`config.mk`:
```
export PLATFORM = sky130hd
export DESIGN_NAME = ex_mem_pipe_stage_flat
export DESIGN_NICKNAME = d
export VERILOG_FILES = /design/src/rtl/ex_mem_pipe_stage_if.sv /design/src/rtl/ex_mem_pipe_stage.sv /design/src/flat_wrapper.sv
export SDC_FILE = /design/constraint.sdc
export NUM_CORES = 1
export LEC_CHECK = 0
export CORE_UTILIZATION = 45
export CTS_CLUSTER_DIAMETER = 120
export DETAILED_ROUTE_END_ITERATION = 10
export PLACE_DENSITY = 0.77
export RECOVER_POWER = 100
export SKIP_CTS_REPAIR_TIMING = 1
export SLEW_MARGIN = 20
export SYNTH_ARGS = -nofsm -noshare
export SYNTH_HDL_FRONTEND = slang
export SYNTH_SLANG_ARGS = --single-unit
```
`constraint.sdc`:
```
create_clock -name clk -period 9.5 [get_ports clk]
set_clock_uncertainty 0.15 [all_clocks]
set_input_delay 2.85 -clock clk [delete_from_list [all_inputs] [get_ports clk]]
set_output_delay 2.85 -clock clk [all_outputs]
set_load 0.01 [all_outputs]
```
`src/rtl/ex_mem_pipe_stage_if.sv`:
```
// EX->MEM stage bus: upstream handshake and payload, downstream handshake and
// registered payload, flush and the stall monitor.
interface ex_mem_pipe_stage_if #(
  parameter int XLEN   = 32,
  parameter int RD_W   = 5,
  parameter int MEMC_W = 2,
  parameter int WBC_W  = 2,
  parameter int CNT_W  = 16
);
  logic              ex_valid;
  logic              ex_ready;
  logic [RD_W-1:0]   ex_rd;
  logic [MEMC_W-1:0] ex_mem_control;
  logic [WBC_W-1:0]  ex_wb_control;
  logic              ex_branch;
  logic [XLEN-1:0]   ex_rs2;
  logic [XLEN-1:0]   ex_result;
  logic [XLEN-1:0]   ex_branch_address;
  logic              flush;
  logic              mem_ready;
  logic              mem_valid;
  logic [RD_W-1:0]   mem_rd;
  logic [MEMC_W-1:0] mem_mem_control;
  logic [WBC_W-1:0]  mem_wb_control;
  logic              mem_branch;
  logic [XLEN-1:0]   mem_write_data;
  logic [XLEN-1:0]   mem_result;
  logic [XLEN-1:0]   mem_branch_address;
  logic [CNT_W-1:0]  stall_count;

  // master = the pipeline around the stage, slave = the stage itself
  modport master (
    output ex_valid, ex_rd, ex_mem_control, ex_wb_control, ex_branch, ex_rs2,
           ex_result, ex_branch_address, flush, mem_ready,
    input  ex_ready, mem_valid, mem_rd, mem_mem_control, mem_wb_control, mem_branch,
           mem_write_data, mem_result, mem_branch_address, stall_count
  );
  modport slave (
    input  ex_valid, ex_rd, ex_mem_control, ex_wb_control, ex_branch, ex_rs2,
           ex_result, ex_branch_address, flush, mem_ready,
    output ex_ready, mem_valid, mem_rd, mem_mem_control, mem_wb_control, mem_branch,
           mem_write_data, mem_result, mem_branch_address, stall_count
  );
endinterface

```
`src/rtl/ex_mem_pipe_stage.sv`:
```
// EX->MEM pipeline stage: valid/ready handshake, optional 2-entry skid buffer,
// synchronous flush, load-gated data registers and a saturating stall counter.
module ex_mem_pipe_stage #(
  parameter int XLEN   = 32,
  parameter int RD_W   = 5,
  parameter int MEMC_W = 2,
  parameter int WBC_W  = 2,
  parameter int SKID   = 1,
  parameter int CNT_W  = 16
) (
  input  logic clk,
  input  logic reset,
  ex_mem_pipe_stage_if.slave bus
);
  typedef struct packed {
    logic [RD_W-1:0]   rd;
    logic [MEMC_W-1:0] memc;
    logic [WBC_W-1:0]  wbc;
    logic              br;
    logic [XLEN-1:0]   rs2;
    logic [XLEN-1:0]   result;
    logic [XLEN-1:0]   baddr;
  } entry_t;

  // bit0 = main entry valid, bit1 = skid entry valid; both read straight off the register
  typedef enum logic [1:0] {S_EMPTY = 2'b00, S_FULL = 2'b01, S_SKID = 2'b11} state_e;

  state_e           state, state_nx;
  entry_t           in_e, main_q, skid_q, main_d;
  logic             rdy, accept, rel;
  logic             load_main, load_skid, from_skid;
  logic [CNT_W-1:0] stall_q;

  assign in_e = '{rd: bus.ex_rd, memc: bus.ex_mem_control, wbc: bus.ex_wb_control,
                  br: bus.ex_branch, rs2: bus.ex_rs2, result: bus.ex_result,
                  baddr: bus.ex_branch_address};

  generate
    if (SKID != 0) begin : g_skid
      assign rdy = ~state[1];
    end else begin : g_noskid
      assign rdy = bus.mem_ready | ~state[0];
    end
  endgenerate

  assign accept = bus.ex_valid & rdy;
  assign rel    = state[0] & bus.mem_ready;
  assign main_d = from_skid ? skid_q : in_e;

  always_ff @(posedge clk or posedge reset)
    if (reset) state <= S_EMPTY;
    else       state <= state_nx;

  always_comb begin
    state_nx  = state;
    load_main = 1'b0;
    load_skid = 1'b0;
    from_skid = 1'b0;
    if (bus.flush) state_nx = S_EMPTY;
    else begin
      case (state)
        S_EMPTY: if (accept) begin state_nx = S_FULL; load_main = 1'b1; end
        S_FULL: begin
          if (accept && rel)  load_main = 1'b1;
          else if (accept)    begin state_nx = S_SKID; load_skid = 1'b1; end
          else if (rel)       state_nx = S_EMPTY;
        end
        S_SKID: if (rel) begin state_nx = S_FULL; load_main = 1'b1; from_skid = 1'b1; end
        default: state_nx = S_EMPTY;
      endcase
    end
  end

  // Data fields only move on a transfer; control fields drop whenever main goes invalid
  always_ff @(posedge clk or posedge reset)
    if (reset) main_q <= '0;
    else begin
      if (load_main) main_q <= main_d;
      if (!state_nx[0]) begin
        main_q.memc <= '0;
        main_q.wbc  <= '0;
        main_q.br   <= 1'b0;
      end
    end

  always_ff @(posedge clk or posedge reset)
    if (reset) skid_q <= '0;
    else begin
      if (load_skid) skid_q <= in_e;
      if (!state_nx[1]) begin
        skid_q.memc <= '0;
        skid_q.wbc  <= '0;
        skid_q.br   <= 1'b0;
      end
    end

  always_ff @(posedge clk or posedge reset)
    if (reset) stall_q <= '0;
    else if (state[0] && !bus.mem_ready && stall_q != {CNT_W{1'b1}})
      stall_q <= stall_q + CNT_W'(1);

  assign bus.ex_ready           = rdy;
  assign bus.mem_valid          = state[0];
  assign bus.mem_rd             = main_q.rd;
  assign bus.mem_mem_control    = main_q.memc;
  assign bus.mem_wb_control     = main_q.wbc;
  assign bus.mem_branch         = main_q.br;
  assign bus.mem_write_data     = main_q.rs2;
  assign bus.mem_result         = main_q.result;
  assign bus.mem_branch_address = main_q.baddr;
  assign bus.stall_count        = stall_q;
endmodule

```
`src/flat_wrapper.sv`:
```
// flat-port wrapper written by rule: the top's interface ports become plain ports
module ex_mem_pipe_stage_flat 
#(
  parameter int XLEN   = 32,
  parameter int RD_W   = 5,
  parameter int MEMC_W = 2,
  parameter int WBC_W  = 2,
  parameter int SKID   = 1,
  parameter int CNT_W  = 16
)
  (clk, reset, bus_ex_valid, bus_ex_rd, bus_ex_mem_control, bus_ex_wb_control, bus_ex_branch, bus_ex_rs2, bus_ex_result, bus_ex_branch_address, bus_flush, bus_mem_ready, bus_ex_ready, bus_mem_valid, bus_mem_rd, bus_mem_mem_control, bus_mem_wb_control, bus_mem_branch, bus_mem_write_data, bus_mem_result, bus_mem_branch_address, bus_stall_count);
  ex_mem_pipe_stage_if #(.XLEN(XLEN), .RD_W(RD_W), .MEMC_W(MEMC_W), .WBC_W(WBC_W), .CNT_W(CNT_W)) bus_i ();
  input  logic clk;
  input  logic reset;
  input wire logic [$bits(bus_i.ex_valid)-1:0] bus_ex_valid;
  input wire logic [$bits(bus_i.ex_rd)-1:0] bus_ex_rd;
  input wire logic [$bits(bus_i.ex_mem_control)-1:0] bus_ex_mem_control;
  input wire logic [$bits(bus_i.ex_wb_control)-1:0] bus_ex_wb_control;
  input wire logic [$bits(bus_i.ex_branch)-1:0] bus_ex_branch;
  input wire logic [$bits(bus_i.ex_rs2)-1:0] bus_ex_rs2;
  input wire logic [$bits(bus_i.ex_result)-1:0] bus_ex_result;
  input wire logic [$bits(bus_i.ex_branch_address)-1:0] bus_ex_branch_address;
  input wire logic [$bits(bus_i.flush)-1:0] bus_flush;
  input wire logic [$bits(bus_i.mem_ready)-1:0] bus_mem_ready;
  output wire logic [$bits(bus_i.ex_ready)-1:0] bus_ex_ready;
  output wire logic [$bits(bus_i.mem_valid)-1:0] bus_mem_valid;
  output wire logic [$bits(bus_i.mem_rd)-1:0] bus_mem_rd;
  output wire logic [$bits(bus_i.mem_mem_control)-1:0] bus_mem_mem_control;
  output wire logic [$bits(bus_i.mem_wb_control)-1:0] bus_mem_wb_control;
  output wire logic [$bits(bus_i.mem_branch)-1:0] bus_mem_branch;
  output wire logic [$bits(bus_i.mem_write_data)-1:0] bus_mem_write_data;
  output wire logic [$bits(bus_i.mem_result)-1:0] bus_mem_result;
  output wire logic [$bits(bus_i.mem_branch_address)-1:0] bus_mem_branch_address;
  output wire logic [$bits(bus_i.stall_count)-1:0] bus_stall_count;
  assign bus_i.ex_valid = bus_ex_valid;
  assign bus_i.ex_rd = bus_ex_rd;
  assign bus_i.ex_mem_control = bus_ex_mem_control;
  assign bus_i.ex_wb_control = bus_ex_wb_control;
  assign bus_i.ex_branch = bus_ex_branch;
  assign bus_i.ex_rs2 = bus_ex_rs2;
  assign bus_i.ex_result = bus_ex_result;
  assign bus_i.ex_branch_address = bus_ex_branch_address;
  assign bus_i.flush = bus_flush;
  assign bus_i.mem_ready = bus_mem_ready;
  assign bus_ex_ready = bus_i.ex_ready;
  assign bus_mem_valid = bus_i.mem_valid;
  assign bus_mem_rd = bus_i.mem_rd;
  assign bus_mem_mem_control = bus_i.mem_mem_control;
  assign bus_mem_wb_control = bus_i.mem_wb_control;
  assign bus_mem_branch = bus_i.mem_branch;
  assign bus_mem_write_data = bus_i.mem_write_data;
  assign bus_mem_result = bus_i.mem_result;
  assign bus_mem_branch_address = bus_i.mem_branch_address;
  assign bus_stall_count = bus_i.stall_count;
  ex_mem_pipe_stage #(.XLEN(XLEN), .RD_W(RD_W), .MEMC_W(MEMC_W), .WBC_W(WBC_W), .SKID(SKID), .CNT_W(CNT_W)) u_core (.clk(clk), .reset(reset), .bus(bus_i));
endmodule
```
; ---- Word-level counts from Yosys, hierarchy flattened
; Index checks and enable logic that the tools add are counted.
[totals]
register_bits = 230
in_bits = 111
[op_classes]
add_sub_neg = 1
n_eq_ne = 5
muxes = 22
bitwise = 3
n_reduce_logical = 5
[ops]
columns = cell, n
row1 = $mux W101, 2
row2 = $mux W106, 1
row3 = $add A16 B1 Y16 const B, 1
row4 = $ne A16 B16 Y1 const B, 1
row5 = $mux W2, 6
row6 = $mux W5, 2
row7 = $mux W1, 9
row8 = $pmux W2 S3, 1
row9 = $ne A2 B2 Y1 const B, 2
row10 = $logic_and A1 B1 Y1, 3
row11 = $pmux W1 S3, 1
row12 = $and A1 B1 Y1, 2
row13 = $eq A2 B1 Y1 const B, 1
row14 = $eq A2 B2 Y1 const B, 1
row15 = $logic_not A2 Y1, 1
row16 = $logic_not A1 Y1, 1
row17 = $not A1 Y1, 1

; ---- Longest topological paths before layout
[logic_depth]
depth_word = 8
mapped_depth = 6

; ---- Worst setup path before layout
; No wires, ideal clock.
[synth_path]
kind = in2reg
startpoint = input port bus_mem_ready
endpoint = register u_core.skid_q[104] (netlist bit)
arrival_ps = 4003
required_time_ps = 9225
setup_slack_ps = 5222
cell_stages = 5
path_cell_list = nor3b_2 > nand3_2 > buf_2 > buf_2 > mux2_2
[synth_between]
elab_chain_cells = 5
[synth_lines]
columns = element, line
row1 = start: declaration, flat_wrapper.sv:24  ; input wire logic [$bits(bus_i.mem_ready)-1:0] bus_mem_ready;
row2 = $and A1 B1 Y1, ex_mem_pipe_stage.sv:47  ; assign rel = state[0] & bus.mem_ready;
row3 = $logic_and A1 B1 Y1, ex_mem_pipe_stage.sv:64  ; if (accept && rel) load_main = 1'b1;
row4 = $mux W1, ex_mem_pipe_stage.sv:64
row5 = $mux W1, ex_mem_pipe_stage.sv:61  ; case (state)
row6 = $mux W1, ex_mem_pipe_stage.sv:59  ; if (bus.flush) state_nx = S_EMPTY;
row7 = end signal: assignment, ex_mem_pipe_stage.sv:89  ; if (load_skid) skid_q <= in_e;
row8 = end: declaration, ex_mem_pipe_stage.sv:29  ; entry_t in_e, main_q, skid_q, main_d;
; Every way passes these cells.
; A chain may end at the register's enable or synchronous reset.

; ---- Worst setup path in the final report
[layout_path]
startpoint = input port bus_mem_ready
endpoint = register u_core.skid_q[25] (netlist bit)
; The elaborated chain is that of the path after synthesis.

==> run summary <==
clk slew on worst S/H paths = 0.06 ns
Main synth FF type = dfrtp_1
Vias = 6611
multi-input logic area = 3638 um^2
TritonCTS clock tree = done
Num Clock Sinks = 230
Synth top area share = 0.5960
RSZ-0062 raised after global routing = no
Final Max Slew Viols = 216
nets = 1103
Worst Hold Depth = 1
PortBufs = 234
vias in the first global route = 6621
initial antenna violation count = 0
Syn Inst Count = 768
largest cells by area after synthesis = dfrtp_1 (60%), mux2_2 (12%), mux2i_1 (11%)
hold crit path type = reg2reg
Synth Warn # = 0
startpoint types = input pin
Rows = 53
Final Setup Violations = 0
Unique masters post-synth = 30
Cell Pwr Density = 214.3 nW/um^2
Worst EP required = 9.74 ns
Post-DRT Antenna Nets = 0
die width = 148.5 um
syn_area_per_cell = 12.57 um^2
Slew Limit Headroom = -1.463
status = finished, violations left
drt drc = 0
GRT overflow = 0
Synth area leader = dfrtp_1
slew at the pin closest to its max-slew limit = 3.674 ns
synth cell count leaders = dfrtp_1 (230), nor2_1 (110), mux2_2 (107), mux2i_1 (106), a21oi_1 (102)
1st-pass router iterations = 4
ratio of cells with drive above 1 in the final layout = 0.1587
Reg2Reg Depth = 4
WL/cell = 16.55 um
total CTS buffers = 25
Via density = 5.153
CTS H-tree depth = 1
worst reg2reg path endpoint = u_core.skid_q[25]
fillers = 1644
DIE AREA = 22050 um^2
Die Span Y = 148.5 um
Placed Cells = 1239
Async SR Flop Fraction = 1.000
Period minus WS final = 6.961 ns
clock root buffer = clkbuf_16
Final Hold Fails = 0
final WL = 21.24 mm
DP Area = 12200 um^2
Max-cap violations = 4
fin crit share = 0.7327
violated checks = max-capacitance violations, max-slew violations
setup TNS = 0 ns
DP HPWL = 13.73 mm
iteration-0 DRC count of the detailed router = 218
critical path arrival = 7.20 ns
flop-to-flop setup slack = 5.08 ns
Final Instance Area = 13010 um^2
EDFF count, synth = 0
mapped cell area = 9657 um^2
count leader, synth = dfrtp_1
GP Congestion = 0.7728
leakage = 0.006178 uW
Setup crit end kind = flip-flop
register area share after synthesis = 0.5960
peak supply drop = 0.0001362 V
register area = 5756 um^2
clk buf depth = 3
#FFs+latches synth = 230
first-pass GRT wire length = 34.18 mm
Reg2Reg Launch Point = u_core.state[0]
Total GRT Usage = 0.1923
HP Start = u_core.skid_q[86]
Antenna diodes = 0
top-level port count = 235
Hold Path Sink = u_core.skid_q[86]
post-layout util = 0.6191
Achievable Freq = 143.7 MHz
Mapped Nets = 880
critical path peak fanout = 67
Starting Density = 0.4594
Non-Filler Instances = 1283
Area Overhead vs Synth = 34.76%
Placeable Area = 21020 um^2
Final Power = 2789 uW
largest net degree at the start of global routing = 91
CP Class = in2reg
worst skew pair latency = 0.52 ns
-- per-stage QoR --
| stage | hold slack (ns) | setup slack [ns] |
|---|---|---|
| after floorplan | 0.3286 | 0.1954 |
| after global placement | 0.3357 | 3.669 |
| after detailed placement | 0.3413 | 3.618 |
| after CTS | 0.3555 | 4.154 |
| after global routing | 0.3624 | 2.244 |
| final | 0.3516 | 2.539 |
-- worst max-delay path by stage --
| stage | end | slack (ns) | start |
|---|---|---|---|
| after floorplan | u_core.bus.mem_branch | 0.20 | reset |
| after global placement | u_core.skid_q[30] | 3.67 | bus_mem_ready |
| after detailed placement | u_core.skid_q[30] | 3.62 | bus_mem_ready |
| after CTS | u_core.skid_q[76] | 4.15 | bus_mem_ready |
| after global routing | u_core.skid_q[103] | 2.24 | bus_mem_ready |
| final | u_core.skid_q[25] | 2.54 | bus_mem_ready |
-- sequential cells by signal, summed over array words and instances, names as in the netlist --
| name | cells |
|---|---|
| u_core.skid_q | 106 |
| u_core.bus.mem_result | 32 |
| u_core.state | 2 |
| u_core.bus.mem_mem_control | 2 |
| u_core.bus.mem_wb_control | 2 |
| u_core.bus.mem_write_data | 32 |
| u_core.bus.stall_count | 16 |
| u_core.bus.mem_branch_address | 32 |
| u_core.bus.mem_branch | 1 |
| u_core.bus.mem_rd | 5 |
-- kinds of logic (layout without fill, tap and decap cells) --
group | count (synthesis) | after routing | share of synthesized area
AOI/OAI and AO/OA | 110 | 110 | 0.06154
xor gates and xnor gates | 15 | 15 | 0.01360
adders and majority gates | 1 | 1 | 0.001295
buffers and inverters | 51 | 291 | 0.02423
DFF | 230 | 230 | 0.5960
muxes | 213 | 213 | 0.2346
and+or+nand+nor | 148 | 148 | 0.06867
-- power by group --
group	leakage, uW	switching [uW]	internal (uW)	total, uW
Sequential	0.00272	114	1180	1290
Combinational	0.00303	210	292	502
Clock	0.000427	386	609	995
-- cells in the final DEF (no fill, tap or decap), types with 5 or more instances in the layout --
master and count:
a21oi_1 102, dlygate4sd3_1 126, clkinv_2 6, clkdlybuf4s50_1 108
mux2_2 107, mux2i_1 106, buf_4 5, clkbuf_16 25
clkbuf_8 6, xor2_1 8, nand3_1 6, a22o_1 5
nor2_1 110, xnor2_1 7, dfrtp_1 230, nor3_1 5
nand2_1 8
-- area by class of cell --
type,count,share of cell area
well taps,275,0.02644
clock buffers,32,0.05471
inverters,5,0.001538
multi-input cells,487,0.2796
flip-flops and latches,230,0.4423
repair buffers,242,0.1843
clock inverters,12,0.01115
-- layer usage --
| layer | wire length [um] | global-route usage | vias up |
|---|---|---|---|
| li1 | - | - | 3136 |
| met1 | 9641 | 0.2699 | 3253 |
| met2 | 9819 | 0.3044 | 200 |
| met3 | 1503 | 0.04632 | 22 |
| met4 | 274 | 0.03763 | 0 |
| met5 | 0 | 0 | - |
-- critical path, cell delays in order --
cell           delay, ns
dlygate4sd3_1       0.62
nor3b_1             0.78
nand3_1             1.55
buf_4               0.95
mux2_2              0.40
(Power assumes the default switching activity.)
